## src/rtl/fifo_ptr_pkg.sv

```systemverilog
// Shared pointer constants and Gray-code helpers for the async FIFO pointer controllers.
// The helpers work on a wide word, so callers size-cast to their own pointer width.
package fifo_ptr_pkg;

  localparam int ADDR_WIDTH_DFLT = 4;
  localparam int PTR_W           = ADDR_WIDTH_DFLT + 1;
  localparam int GRAY_MAX_W      = 32;

  typedef logic [GRAY_MAX_W-1:0] gray_word_t;
  typedef logic [PTR_W-1:0]      ptr_t;

  function automatic gray_word_t bin2gray(input gray_word_t bin);
    return bin ^ (bin >> 1);
  endfunction

  // Each binary bit is the XOR of its Gray bit and every Gray bit above it.
  // Zero-extended upper bits contribute nothing, so narrower pointers convert correctly.
  function automatic gray_word_t gray2bin(input gray_word_t gray);
    gray_word_t bin;
    bin = gray;
    for (int i = 1; i < GRAY_MAX_W; i++) begin
      bin = bin ^ (gray >> i);
    end
    return bin;
  endfunction

endpackage

```

## src/rtl/gray_ptr_sync_2ff.sv

```systemverilog
// Two-flop synchroniser for a Gray-coded pointer from the other clock domain,
// followed by Gray-to-binary conversion in the receiving domain.
module gray_ptr_sync_2ff
  import fifo_ptr_pkg::*;
#(
  parameter int W = PTR_W
) (
  input  logic         clk,
  input  logic         reset,
  input  logic [W-1:0] gray_async,
  output logic [W-1:0] bin_sync
);

  logic [W-1:0] sync1;
  logic [W-1:0] sync2;

  // NOTE: sequential state uses non-blocking assignments so sync1 -> sync2 forms a
  // real two-stage shift; blocking here would collapse both stages into one flop.
  always_ff @(posedge clk or posedge reset) begin
    if (reset) begin
      sync1 <= '0;
      sync2 <= '0;
    end else begin
      sync1 <= gray_async;
      sync2 <= sync1;
    end
  end

  assign bin_sync = W'(gray2bin(GRAY_MAX_W'(sync2)));

endmodule

```

## src/rtl/fifo_wr_ptr_ctrl.sv

```systemverilog
// Write-domain pointer controller: advances the write pointer, drives the RAM write port,
// publishes a registered Gray pointer and brings the read pointer into this clock domain.
module fifo_wr_ptr_ctrl
  import fifo_ptr_pkg::*;
#(
  parameter int ADDR_WIDTH = ADDR_WIDTH_DFLT
) (
  input  logic                  clk,
  input  logic                  reset,
  input  logic                  wr_en,
  input  logic                  f_full,
  input  logic [ADDR_WIDTH:0]   rd_ptr_gray_async,
  output logic                  mem_we,
  output logic [ADDR_WIDTH-1:0] wr_addr,
  output logic [ADDR_WIDTH-1:0] b_wr_ptr,
  output logic                  MSB_wr_ptr,
  output logic [ADDR_WIDTH:0]   wr_ptr_gray,
  output logic [ADDR_WIDTH-1:0] b_rd_ptr_sync,
  output logic                  MSB_rd_ptr_sync,
  output logic                  wr_overflow
);

  localparam int PW = ADDR_WIDTH + 1;

  logic          accept;
  logic [PW-1:0] wr_ptr;
  logic [PW-1:0] wr_ptr_inc;
  logic [PW-1:0] rd_ptr_bin;

  // Gating with reset keeps mem_we low for the whole reset pulse, not just after the flops clear.
  assign accept     = wr_en & ~f_full & ~reset;
  assign wr_ptr_inc = wr_ptr + PW'(1);

  always_ff @(posedge clk or posedge reset) begin
    if (reset) begin
      wr_ptr      <= '0;
      wr_ptr_gray <= '0;
      wr_overflow <= 1'b0;
    end else begin
      if (accept) begin
        wr_ptr      <= wr_ptr_inc;
        // Registered straight from the next-pointer value so the crossing sees a clean flop output.
        wr_ptr_gray <= PW'(bin2gray(GRAY_MAX_W'(wr_ptr_inc)));
      end
      if (wr_en && f_full) begin
        wr_overflow <= 1'b1;
      end
    end
  end

  assign mem_we     = accept;
  assign wr_addr    = wr_ptr[ADDR_WIDTH-1:0];
  assign b_wr_ptr   = wr_ptr[ADDR_WIDTH-1:0];
  assign MSB_wr_ptr = wr_ptr[ADDR_WIDTH];

  gray_ptr_sync_2ff #(
    .W (PW)
  ) u_rd_ptr_sync (
    .clk        (clk),
    .reset      (reset),
    .gray_async (rd_ptr_gray_async),
    .bin_sync   (rd_ptr_bin)
  );

  assign b_rd_ptr_sync   = rd_ptr_bin[ADDR_WIDTH-1:0];
  assign MSB_rd_ptr_sync = rd_ptr_bin[ADDR_WIDTH];

endmodule

```

## config.mk

```make
export PLATFORM = sky130hd
export DESIGN_NAME = fifo_wr_ptr_ctrl
export DESIGN_NICKNAME = d
export VERILOG_FILES = /design/src/rtl/fifo_ptr_pkg.sv /design/src/rtl/gray_ptr_sync_2ff.sv /design/src/rtl/fifo_wr_ptr_ctrl.sv
export SDC_FILE = /design/constraint.sdc
export NUM_CORES = 1
export LEC_CHECK = 0
export ABC_AREA = 1
export CAP_MARGIN = 40
export CORE_AREA = 2 2 40 57
export CTS_CLUSTER_SIZE = 20
export DETAILED_ROUTE_END_ITERATION = 12
export DIE_AREA = 0 0 42 59
export PLACE_DENSITY_LB_ADDON = 0.1
export SETUP_SLACK_MARGIN = 0.3
export SLEW_MARGIN = 20
export SYNTH_ARGS = -nofsm -noshare
export SYNTH_HDL_FRONTEND = slang
export SYNTH_SLANG_ARGS = --single-unit
```

## constraint.sdc

```tcl
create_clock -name clk -period 2.4 [get_ports clk]
set_input_delay 0.48 -clock clk [delete_from_list [all_inputs] [get_ports clk]]
set_output_delay 0.48 -clock clk [all_outputs]
set_load 0.02 [all_outputs]
```

======== Word level (Yosys, flattened, before mapping) ========
Index checks and enable logic that the tools add are counted.
Widths: inputs -> output; s select.
storage, ports and cells
  output and inout port bits .............. 21
  logic and storage cells ................. 16
  register bits ........................... 21
operators by class
  $add $sub $neg .......................... 1
  bitwise logic cells ..................... 9
  reduce and logical (&&, ||, !) cells .... 1
operator list
  kind                 count
  $xor 5x4->5          2
  $add 5x1->5 const B  1
  $xor 5x1->5          1
  $xor 5x2->5          1
  $xor 5x3->5          1
  $and 1x1->1          2
  $not 1->1            2
  $logic_and 1x1->1    1

======== Depth between registers and ports, before layout ========
Gate-level depths: netlist of run 1.
  depth after elaboration ................. 4
  gate-level depth with buffers ........... 9
  mapped depth without buffers ............ 9

======== Cells and area by module ========
Synthesis of run 1 repeated with hierarchy kept, for this count alone.
unflattened totals
  cell total of the unflattened synthesis .. 102
  area total of the unflattened synthesis .. 919.6 um^2
by module, submodules not included
  module             times used  seq. area each (um^2)  cells an instance  area each (um^2)
  fifo_wr_ptr_ctrl   1           250.2                  65                 549.3
  gray_ptr_sync_2ff  1           250.2                  37                 370.4

======== Least setup slack after synthesis of run 1 ========
OpenSTA, ideal clock, no wires.
  path kind ............................... register to output
  from .................................... register u_rd_ptr_sync.sync2[4]
  to ...................................... output port b_rd_ptr_sync[0]
  required time ........................... 1.920 ns
  arrival time ............................ 1.357 ns
  stages on the path, launching flop included .. 6
  slack ................................... 0.563 ns
  path through ............................ dfrtp_1 > nor2_1 > nor2_4 > xor2_2 > nand2_1 > nand2_1
on the way
  word-level cells in the longest chain between the ends .. 1
ends and longest elaborated chain
  item                    line                     text
  start, declared         gray_ptr_sync_2ff.sv:15  logic [W-1:0] sync2;
  start signal, assigned  gray_ptr_sync_2ff.sv:25  sync2 <= sync1;
  $xor 5x1->5             fifo_ptr_pkg.sv:22       bin = bin ^ (gray >> i);
  end, declared           fifo_wr_ptr_ctrl.sv:18   output logic [ADDR_WIDTH-1:0] b_rd_ptr_sync,
Every way passes these cells.

======== Worst setup path after layout of run 1 ========
  from .................................... input port wr_en
  to ...................................... output port mem_we
on the way
  word-level cells in the longest chain between the ends .. 2
ends and longest elaborated chain
  item                      line                    text
  start, declared           fifo_wr_ptr_ctrl.sv:10  input logic wr_en,
  $and 1x1->1 (2 in a row)  fifo_wr_ptr_ctrl.sv:31  assign accept = wr_en & ~f_full & ~reset;
  end, declared             fifo_wr_ptr_ctrl.sv:13  output logic mem_we,
Every way passes these cells.

==> flow_summary.ini, run 1 <==
[timing]
max_clock_freq_mhz = 491.4
rsz0062_at_grt = no
worstMarginPinSlew_ns = 0.2916
min_period_ns = 2.035
fin_skew_ns = 0.003345
hold_viol = 0
report.final.slew_viol_count = 0
setup_slack_ns = 0.3652
timing.hold.ws_ns = 0.3601
setup_viol = 0
setup_tns_ns = 0
max_slew_margin_pct = 80.56
min_period_over_period_pct = 84.78

[floorplan]
die_h_um = 59
die_x_um = 42
fp-row-count = 19
die_area_um2 = 2478
io_pins = 30
initial_core_util_pct = 46.65
core_area_um2 = 1926

[pwr]
irDropWorstVdd_mv = 0.7070
total_power_mw = 1.425
p_leak_nw = 0.6128
cellPowerDensity_nw_per_um2 = 1147

[cells_and_area]
layout_common_cells = nand2_1 (28), clkdlybuf4s50_1 (24), dfrtp_1 (20), inv_1 (8)
syn2layout_area_growth_pct = 38.30
layout_commonest_cell = nand2_1
drive_gt1_share_pct = 17.21
nNetsFinal = 133
layoutNonFillerInstCount = 143
fillers = 156
diodes = 0

[clocking]
clock_latency_ns = 0.29
numCtsBuffers = 3
cts.sinks = 20
post-cts-setup-buffer-count = 0
cts_root_buffer = clkbuf_4
cts_tree = yes
cts.path.max_buffers = 2
htreeDepth = 1
clk_pin_slew_ns = 0.11

[yosys]
ys.warnings.count = 0
synth_top_area_cell = dfrtp_1
netlist-cell-type-count = 20
yosys.area.top_type_share_pct = 55.71
synthTopCellsByArea = dfrtp_1 (56%), nand2_1 (12%), buf_4 (4.2%), inv_1 (3.3%), xnor2_1 (2.9%)
syn_area_um2 = 898.4
avgSynthCellArea_um2 = 9.765
ys_seq_elements = 20
seq_area_frac_synth_pct = 55.71
syn_nets = 102
synthCells = 92

[global_route]
grt_pass1_wl_um = 3063
grt_usage_pct = 16.05
antenna_found_initial = 0
grt_pass1_vias = 716
grt_max_degree = 21
grt-ovfl-total = 0

[placed_design]
place.detailed.hpwl_um = 1305
place.gp.congestion = 0.6628
place_inst = 139
pre_cts_ws_ns = 0.09794
portBuffers = 29

[worst_setup_path]
path_class = in2out
crit_path_max_incr_delay_ns = 0.53
path_cells = clkdlybuf4s50_1 -> nand2_2 -> nor2_8 -> dlygate4sd2_1
slowest_stage = clkdlybuf4s50_1
cp_max_fo = 3
startpoint_type = input port
crit_required_ns = 1.92
crit_path_end_kind = output port
cp.arrival_ns = 1.55

[drt]
wl_um = 1707
ant_nets = 0
via_count = 693
viasPerCell = 4.846
drc = 0
drt_iter0_drc = 7
dr.pass1.iters = 4
routedWlPerCell_um = 11.94

[worst_hold_path]
hold_class = reg2reg

[job]
drv_cap = 0

[outcome]
outcome = completed
-- worst paths after layout --
path / startpoint / to / slack [ns] / cells past startpoint
min in group asynchronous: reset / u_rd_ptr_sync.sync2[1] / 0.71 / 3
max in group asynchronous: reset / wr_ptr[1] / 1.49 / 3
worst max register to register: wr_ptr[0] / wr_ptr_gray[2] / 1.02 / 9
worst min register to register: u_rd_ptr_sync.sync1[4] / u_rd_ptr_sync.sync2[4] / 0.36 / 0
worst min-delay path: u_rd_ptr_sync.sync1[4] / u_rd_ptr_sync.sync2[4] / 0.36 / 0
worst max-delay path: wr_en / mem_we / 0.37 / 4
-- metal layers --
| metal | routed length (um) | vias to the layer above | global-route usage [%] |
|---|---|---|---|
| met3 | 85 | 2 | 2.134 |
| met4 | 16 | 0 | 6.912 |
| met5 | 0 | - | 0 |
| met2 | 942 | 23 | 31.03 |
| li1 | - | 340 | - |
| met1 | 662 | 328 | 17.17 |
-- area by class of cell --
cell class | count | area, um2 | share of cell area, %
clock buffers | 3 | 22.52 | 1.813
clock inverters | 1 | 30.03 | 2.417
inverters | 11 | 41.29 | 3.323
multi-input cells | 56 | 326.6 | 26.28
flip-flops and latches | 20 | 500.5 | 40.28
well taps | 21 | 26.28 | 2.115
repair buffers | 31 | 295.3 | 23.77
-- sequential cells by signal, indices dropped and copies added, names as in the netlist --
signal and count:
wr_overflow 1, u_rd_ptr_sync.sync2 5, u_rd_ptr_sync.sync1 5, wr_ptr_gray 5, wr_ptr 4
-- logic make-up after synthesis --
logic type	synth area share (%)
xor gates and xnor gates	5.712
and+or+nand+nor	23.68
AOI/OAI and AO/OA	4.736
buffers and inverters	8.775
adders and majority gates	1.393
DFF	55.71
-- worst max-delay path: cells and delay by family --
family	cells	cell delay, ns
buf+inv	2	0.87
simple gates	2	0.20
-- power by group --
part | internal, mW | switching (mW)
Combinational | 0.301 | 0.344
Clock | 0.168 | 0.0984
Sequential | 0.414 | 0.0983
Total | 0.884 | 0.541
-- stage by stage --
stage	cell area (um2)	util, %
after floorplan	898.4	-
after global placement	1192	61.92
after detailed placement	1192	61.92
after CTS	1241	64.46
after global routing	1242	64.52
final	1242	64.52
-- repair_timing --
action,in CTS,in global routing
endpoints found under the setup margin,4,3
gates resized for setup,5,5
hold buffers,0,0
hold endpoints to repair,0,0
pin swaps,0,0
-- synth_stat cells (all sizes together) --
master / number
a21o: 1
a31oi: 1
buf: 5
dfrtp: 20
ha: 1
inv: 11
nand2: 32
nand3: 4
nand4: 3
nor2: 4
o21ai: 5
xnor2: 3
xor2: 2
Note: power is estimated with default switching activity, not from simulation.
==> inputs of run 2 (changes only) <==
Settings changed: CORE_AREA 2 2 40 57 to 2 2 44 62, DIE_AREA 0 0 42 59 to 0 0 46 64.
Clock period 2.4 ns to 1.73 ns, I/O delays scaled along.
==> run 2 against run 1 <==
Net effect: the flow now finishes with violations (negative setup slack); highest routed layer unchanged; core utilization fell by 10 points; worst setup slack got worse by 0.40 ns; critical path type is now reg2out; total power rose by 30%.
==> flow_summary.ini, run 2 (same netlist as run 1, synthesis figures left out) <==
[outcome]
outcome = finished, violations left
failed_checks = negative setup slack

[clocking]
clock_latency_ns = 0.29
cts_tree = yes
htreeDepth = 1
numCtsBuffers = 3
clk_pin_slew_ns = 0.10
cts.sinks = 20
cts.path.max_buffers = 2
cts_root_buffer = clkbuf_4

[drt]
drc = 0
drt_iter0_drc = 9
routedWlPerCell_um = 11.33
via_count = 709
ant_nets = 0
wl_um = 1699
viasPerCell = 4.727
dr.pass1.iters = 3

[global_route]
grt_pass1_wl_um = 2911
grt_max_degree = 21
antenna_found_initial = 0
grt_usage_pct = 13.53
grt_pass1_vias = 707
grt-ovfl-total = 0

[timing]
setup_slack_ns = -0.03726
fin_skew_ns = 0.004525
worstMarginPinSlew_ns = 0.2514
min_period_over_period_pct = 102.2
hold_viol = 0
max_clock_freq_mhz = 565.8
setup_viol = 2
report.final.slew_viol_count = 0
min_period_ns = 1.767
rsz0062_at_grt = yes
max_slew_margin_pct = 83.24
setup_tns_ns = -0.06851

[cells_and_area]
layout_commonest_cell = nand2_1
reg_top3 = u_rd_ptr_sync.sync1 x5, u_rd_ptr_sync.sync2 x5, wr_ptr_gray x5
nNetsFinal = 138
drive_gt1_share_pct = 33.86
syn2layout_area_growth_pct = 43.59
utilization_pct = 54.55
diodes = 0
layoutNonFillerInstCount = 150
layout_common_cells = nand2_1 (25), dfrtp_1 (16), dlygate4sd2_1 (11), inv_1 (7), buf_4 (7)

[floorplan]
die_h_um = 64
fp-row-count = 21
io_pins = 30
initial_core_util_pct = 37.99
core_area_um2 = 2365
die_area_um2 = 2944
die_x_um = 46

[worst_setup_path]
slowest_stage = dfrtp_2
cp_num_buf_inv = 2
path_class = reg2out
crit_path_max_incr_delay_ns = 0.43
critical-path-top-delay-family = flip-flops
path_cells = nand2_2 -> inv_2 -> nor2_4 -> xor2_4 -> nand2_1 -> nand2_2 -> buf_6
cp_common_cell = nand2_2
cp.arrival_ns = 1.42
crit_path_end_kind = output port
cp_max_fo = 3
startpoint_type = register
crit_required_ns = 1.38

[placed_design]
place.detailed.hpwl_um = 1251
portBuffers = 29
place.gp.congestion = 0.7542
place_inst = 144

[pwr]
p_leak_nw = 0.6383
cellPowerDensity_nw_per_um2 = 1440
irDropWorstVdd_mv = 0.8178

[job]
drv_cap = 0

[worst_hold_path]
hold_class = in2async
run 2: final timing paths:
kind / startpoint / endpoint / slack (ns) / cells past startpoint
max: u_rd_ptr_sync.sync2[4] / b_rd_ptr_sync[0] / -0.04 / 7
min: reset / u_rd_ptr_sync.sync1[2] / 0.32 / 3
max reg2reg: wr_ptr[0] / wr_ptr_gray[2] / 0.46 / 10
min reg2reg: u_rd_ptr_sync.sync1[1] / u_rd_ptr_sync.sync2[1] / 0.36 / 0
max in group asynchronous: reset / wr_ptr[1] / 1.19 / 3
min in group clk: u_rd_ptr_sync.sync1[1] / u_rd_ptr_sync.sync2[1] / 0.36 / 0
run 2: metal layers:
metal	up-vias	global-route usage, %	part of all wire, %
li1	354	-	-
met1	331	13.48	42
met2	20	24.48	51
met3	4	3.107	5.2
met4	0	6.429	1.8
met5	-	0	0
run 2: per-stage QoR:
stage	cell area, um2	power [mW]	hold slack (ns)	worst slack (ns)
after floorplan	915.9	1.286	0.2062	0.1058
after global placement	1235	1.645	0.3350	-0.2648
after detailed placement	1235	1.650	0.3362	-0.2706
after CTS	1264	1.810	0.3245	-0.06256
after global routing	1290	2.013	0.3292	-0.1227
final	1290	1.858	0.3220	-0.03726
run 2: layout make-up:
type | count | area [um2]
tap | 23 | 28.78
inverter | 11 | 41.29
multi-input combinational | 56 | 365.4
timing repair buffer | 36 | 322.8
clock buffer | 4 | 26.28
fill | 231 | 1075
sequential | 20 | 505.5
run 2: power breakdown:
part           internal (mW)  switching [mW]  leakage, nW
Sequential             0.583           0.104        0.233
Clock                 0.0897           0.125       0.0150
Combinational          0.418           0.539        0.391
Total                   1.09           0.768        0.638
run 2: tightest hold or removal path, stage by stage:
cell	delay [ns]
dlygate4sd2_1	0.31
inv_2	0.09
buf_4	0.26
run 2: what timing repair did:
| item | CTS | global route |
|---|---|---|
| gates resized for setup | 57 | 10 |
| cloned | 0 | 0 |
| pin swaps | 3 | 0 |
| hold buffers | 0 | 0 |
| setup endpoints to repair | 21 | 15 |
| buffers inserted | 1 | 1 |
==> inputs of run 3 (changes only) <==
Settings changed: TNS_END_PERCENT set to 5.
==> run 3 against run 2 <==
Net effect: critical path depth did not move; cell count down 0.67%; the flow still finishes with violations (negative setup slack); critical path type unchanged; non-clock buffer count is 1 lower; via count up 0.85%; register-to-register slack hardly changed.
==> flow_summary.ini, run 3 (same netlist as run 1, synthesis figures left out) <==
[floorplan]
die_h_um = 64
die_area_um2 = 2944
io_pins = 30
core_area_um2 = 2365
die_x_um = 46
initial_core_util_pct = 37.99
fp-row-count = 21

[worst_setup_path]
cp.arrival_ns = 1.43
cp_max_fo = 3
cp.depth = 7
r2r-end = wr_ptr_gray[2]
crit_required_ns = 1.38
path_class = reg2out
crit_path_max_incr_delay_ns = 0.44
path_cells = nand2_2 -> inv_2 -> nor2_4 -> xor2_4 -> nand2_1 -> nand2_2 -> buf_6
r2r_slack_ns = 0.46
cp_num_buf_inv = 2
timing.rr.start = wr_ptr[0]
startpoint_type = register
cp_common_cell = nand2_2
crit_path_end_kind = output port
critical-path-top-delay-family = flip-flops
endpoint = b_rd_ptr_sync[0]
slowest_stage = dfrtp_2
crit_start = u_rd_ptr_sync.sync2[4]
reg2regPathDepth = 9

[placed_design]
place_inst = 145
portBuffers = 29
pre_cts_ws_ns = -0.2691
place.detailed.hpwl_um = 1322
place.gp.congestion = 0.7690

[cells_and_area]
reg_top3 = u_rd_ptr_sync.sync1 x5, u_rd_ptr_sync.sync2 x5, wr_ptr_gray x5
drive_gt1_share_pct = 34.13
syn2layout_area_growth_pct = 43.18
diodes = 0
layout_commonest_cell = nand2_1
layoutNonFillerInstCount = 149
utilization_pct = 54.39
nNetsFinal = 137
layout_common_cells = nand2_1 (25), dfrtp_1 (16), dlymetal6s2s_1 (8), inv_1 (7), buf_4 (7)

[drt]
viasPerCell = 4.799
ant_nets = 0
routedWlPerCell_um = 11.40
via_count = 715
dr.pass1.iters = 4
wl_um = 1699
drt_iter0_drc = 9
drc = 0

[clocking]
cts.sinks = 20
numCtsBuffers = 3
clock_latency_ns = 0.30
post-cts-setup-buffer-count = 0
htreeDepth = 1
cts.path.max_buffers = 2
cts_root_buffer = clkbuf_4
clk_pin_slew_ns = 0.11
cts_tree = yes

[timing]
hold_viol = 0
max_clock_freq_mhz = 563.0
setup_tns_ns = -0.08847
worstMarginPinSlew_ns = 0.2511
setup_viol = 2
fin_skew_ns = 0.002117
report.final.slew_viol_count = 0
rsz0062_at_grt = yes
min_period_over_period_pct = 102.7
min_period_ns = 1.776
setup_slack_ns = -0.04611
max_slew_margin_pct = 83.26

[global_route]
grt_max_degree = 21
grt_usage_pct = 13.16
grt_pass1_wl_um = 2835
antenna_found_initial = 0
grt_pass1_vias = 663
grt-ovfl-total = 0

[worst_hold_path]
hold_class = in2async

[pwr]
p_leak_nw = 0.7168
power.internal_mw = 1.068
switching_share_pct = 41.51
p_switching_mw = 0.7579
pwr-share-comb_pct = 46.9
irDropWorstVdd_mv = 0.9524
seqPwrFrac_pct = 38.5
cellPowerDensity_nw_per_um2 = 1419
clkPwrFrac_pct = 14.6

[outcome]
outcome = finished, violations left
failed_checks = negative setup slack

[job]
drv_cap = 0
## run 3: cell types whose count changed in the layout (fill, tap and decap cells not counted)
| cell | change |
|---|---|
| clkbuf_2 | +3 |
| buf_6 | -1 |
| ha_4 | -1 |
| dlygate4sd2_1 | -5 |
| clkbuf_8 | +1 |
| clkbuf_1 | -1 |
| dlymetal6s2s_1 | +8 |
| clkdlybuf4s15_1 | -3 |
| clkdlybuf4s15_2 | -3 |
| ha_2 | +1 |
## run 3: cell type report
type                            instances  area (um2)
Clock buffer                            4       36.28
Tap cell                               23       28.78
Multi-Input combinational cell         56       355.3
Fill cell                             238        1079
Sequential cell                        20       505.5
Inverter                               11       41.29
Timing Repair Buffer                   35       319.1
## run 3: worst min-delay path by stage
stage          cells after the start                     end              startpoint
2_1_floorplan                      1  u_rd_ptr_sync.sync1[0]                   reset
3_3_place_gp                       0  u_rd_ptr_sync.sync2[4]  u_rd_ptr_sync.sync1[4]
3_5_place_dp                       0  u_rd_ptr_sync.sync2[3]  u_rd_ptr_sync.sync1[3]
4_1_cts                            0  u_rd_ptr_sync.sync2[3]  u_rd_ptr_sync.sync1[3]
5_1_grt                            2             wr_overflow                  f_full
6_report                           4          wr_ptr_gray[2]                   reset
## run 3: what timing repair did
item,4_1_cts,5_1_grt
gates resized for setup,40,23
pin swaps,3,0
setup endpoints to repair,21,19
hold buffers,0,0
## run 3: power groups by stage
stage / logic, mW / clock network, mW / registers [mW]
6_report: 0.856 / 0.266 / 0.704
5_1_grt: 0.942 / 0.311 / 0.726
3_5_place_dp: 0.948 / 0 / 0.707
2_1_floorplan: 0.467 / 0 / 0.819
4_1_cts: 0.895 / 0.281 / 0.706
3_3_place_gp: 0.942 / 0 / 0.702
## run 3: layer usage
| layer | part of all wire (%) | GRT usage [%] | vias up |
|---|---|---|---|
| met5 | 0 | 0 | - |
| met4 | 1.8 | 6.429 | 0 |
| met3 | 5.4 | 3.107 | 4 |
| met2 | 52 | 22.22 | 22 |
| met1 | 41 | 14.65 | 336 |
| li1 | - | - | 353 |
## run 3: per-stage QoR
step | total power [mW] | area [um2] | hold WS [ns]
4_1_cts | 1.882 | 1280 | 0.3631
3_3_place_gp | 1.645 | 1242 | 0.3346
6_report | 1.826 | 1286 | 0.3078
5_1_grt | 1.979 | 1286 | 0.3119
2_1_floorplan | 1.286 | 915.9 | 0.2062
3_5_place_dp | 1.656 | 1242 | 0.3365
## run 3: worst register-to-register path, stage by stage, from the launching register on
cell and delay [ns]:
dfrtp_2 0.48, ha_2 0.24, inv_1 0.05, nand2_1 0.04, nand2_1 0.09, inv_2 0.05
nand2_2 0.07, nand2_1 0.05, nand2_1 0.06, o21ai_2 0.05
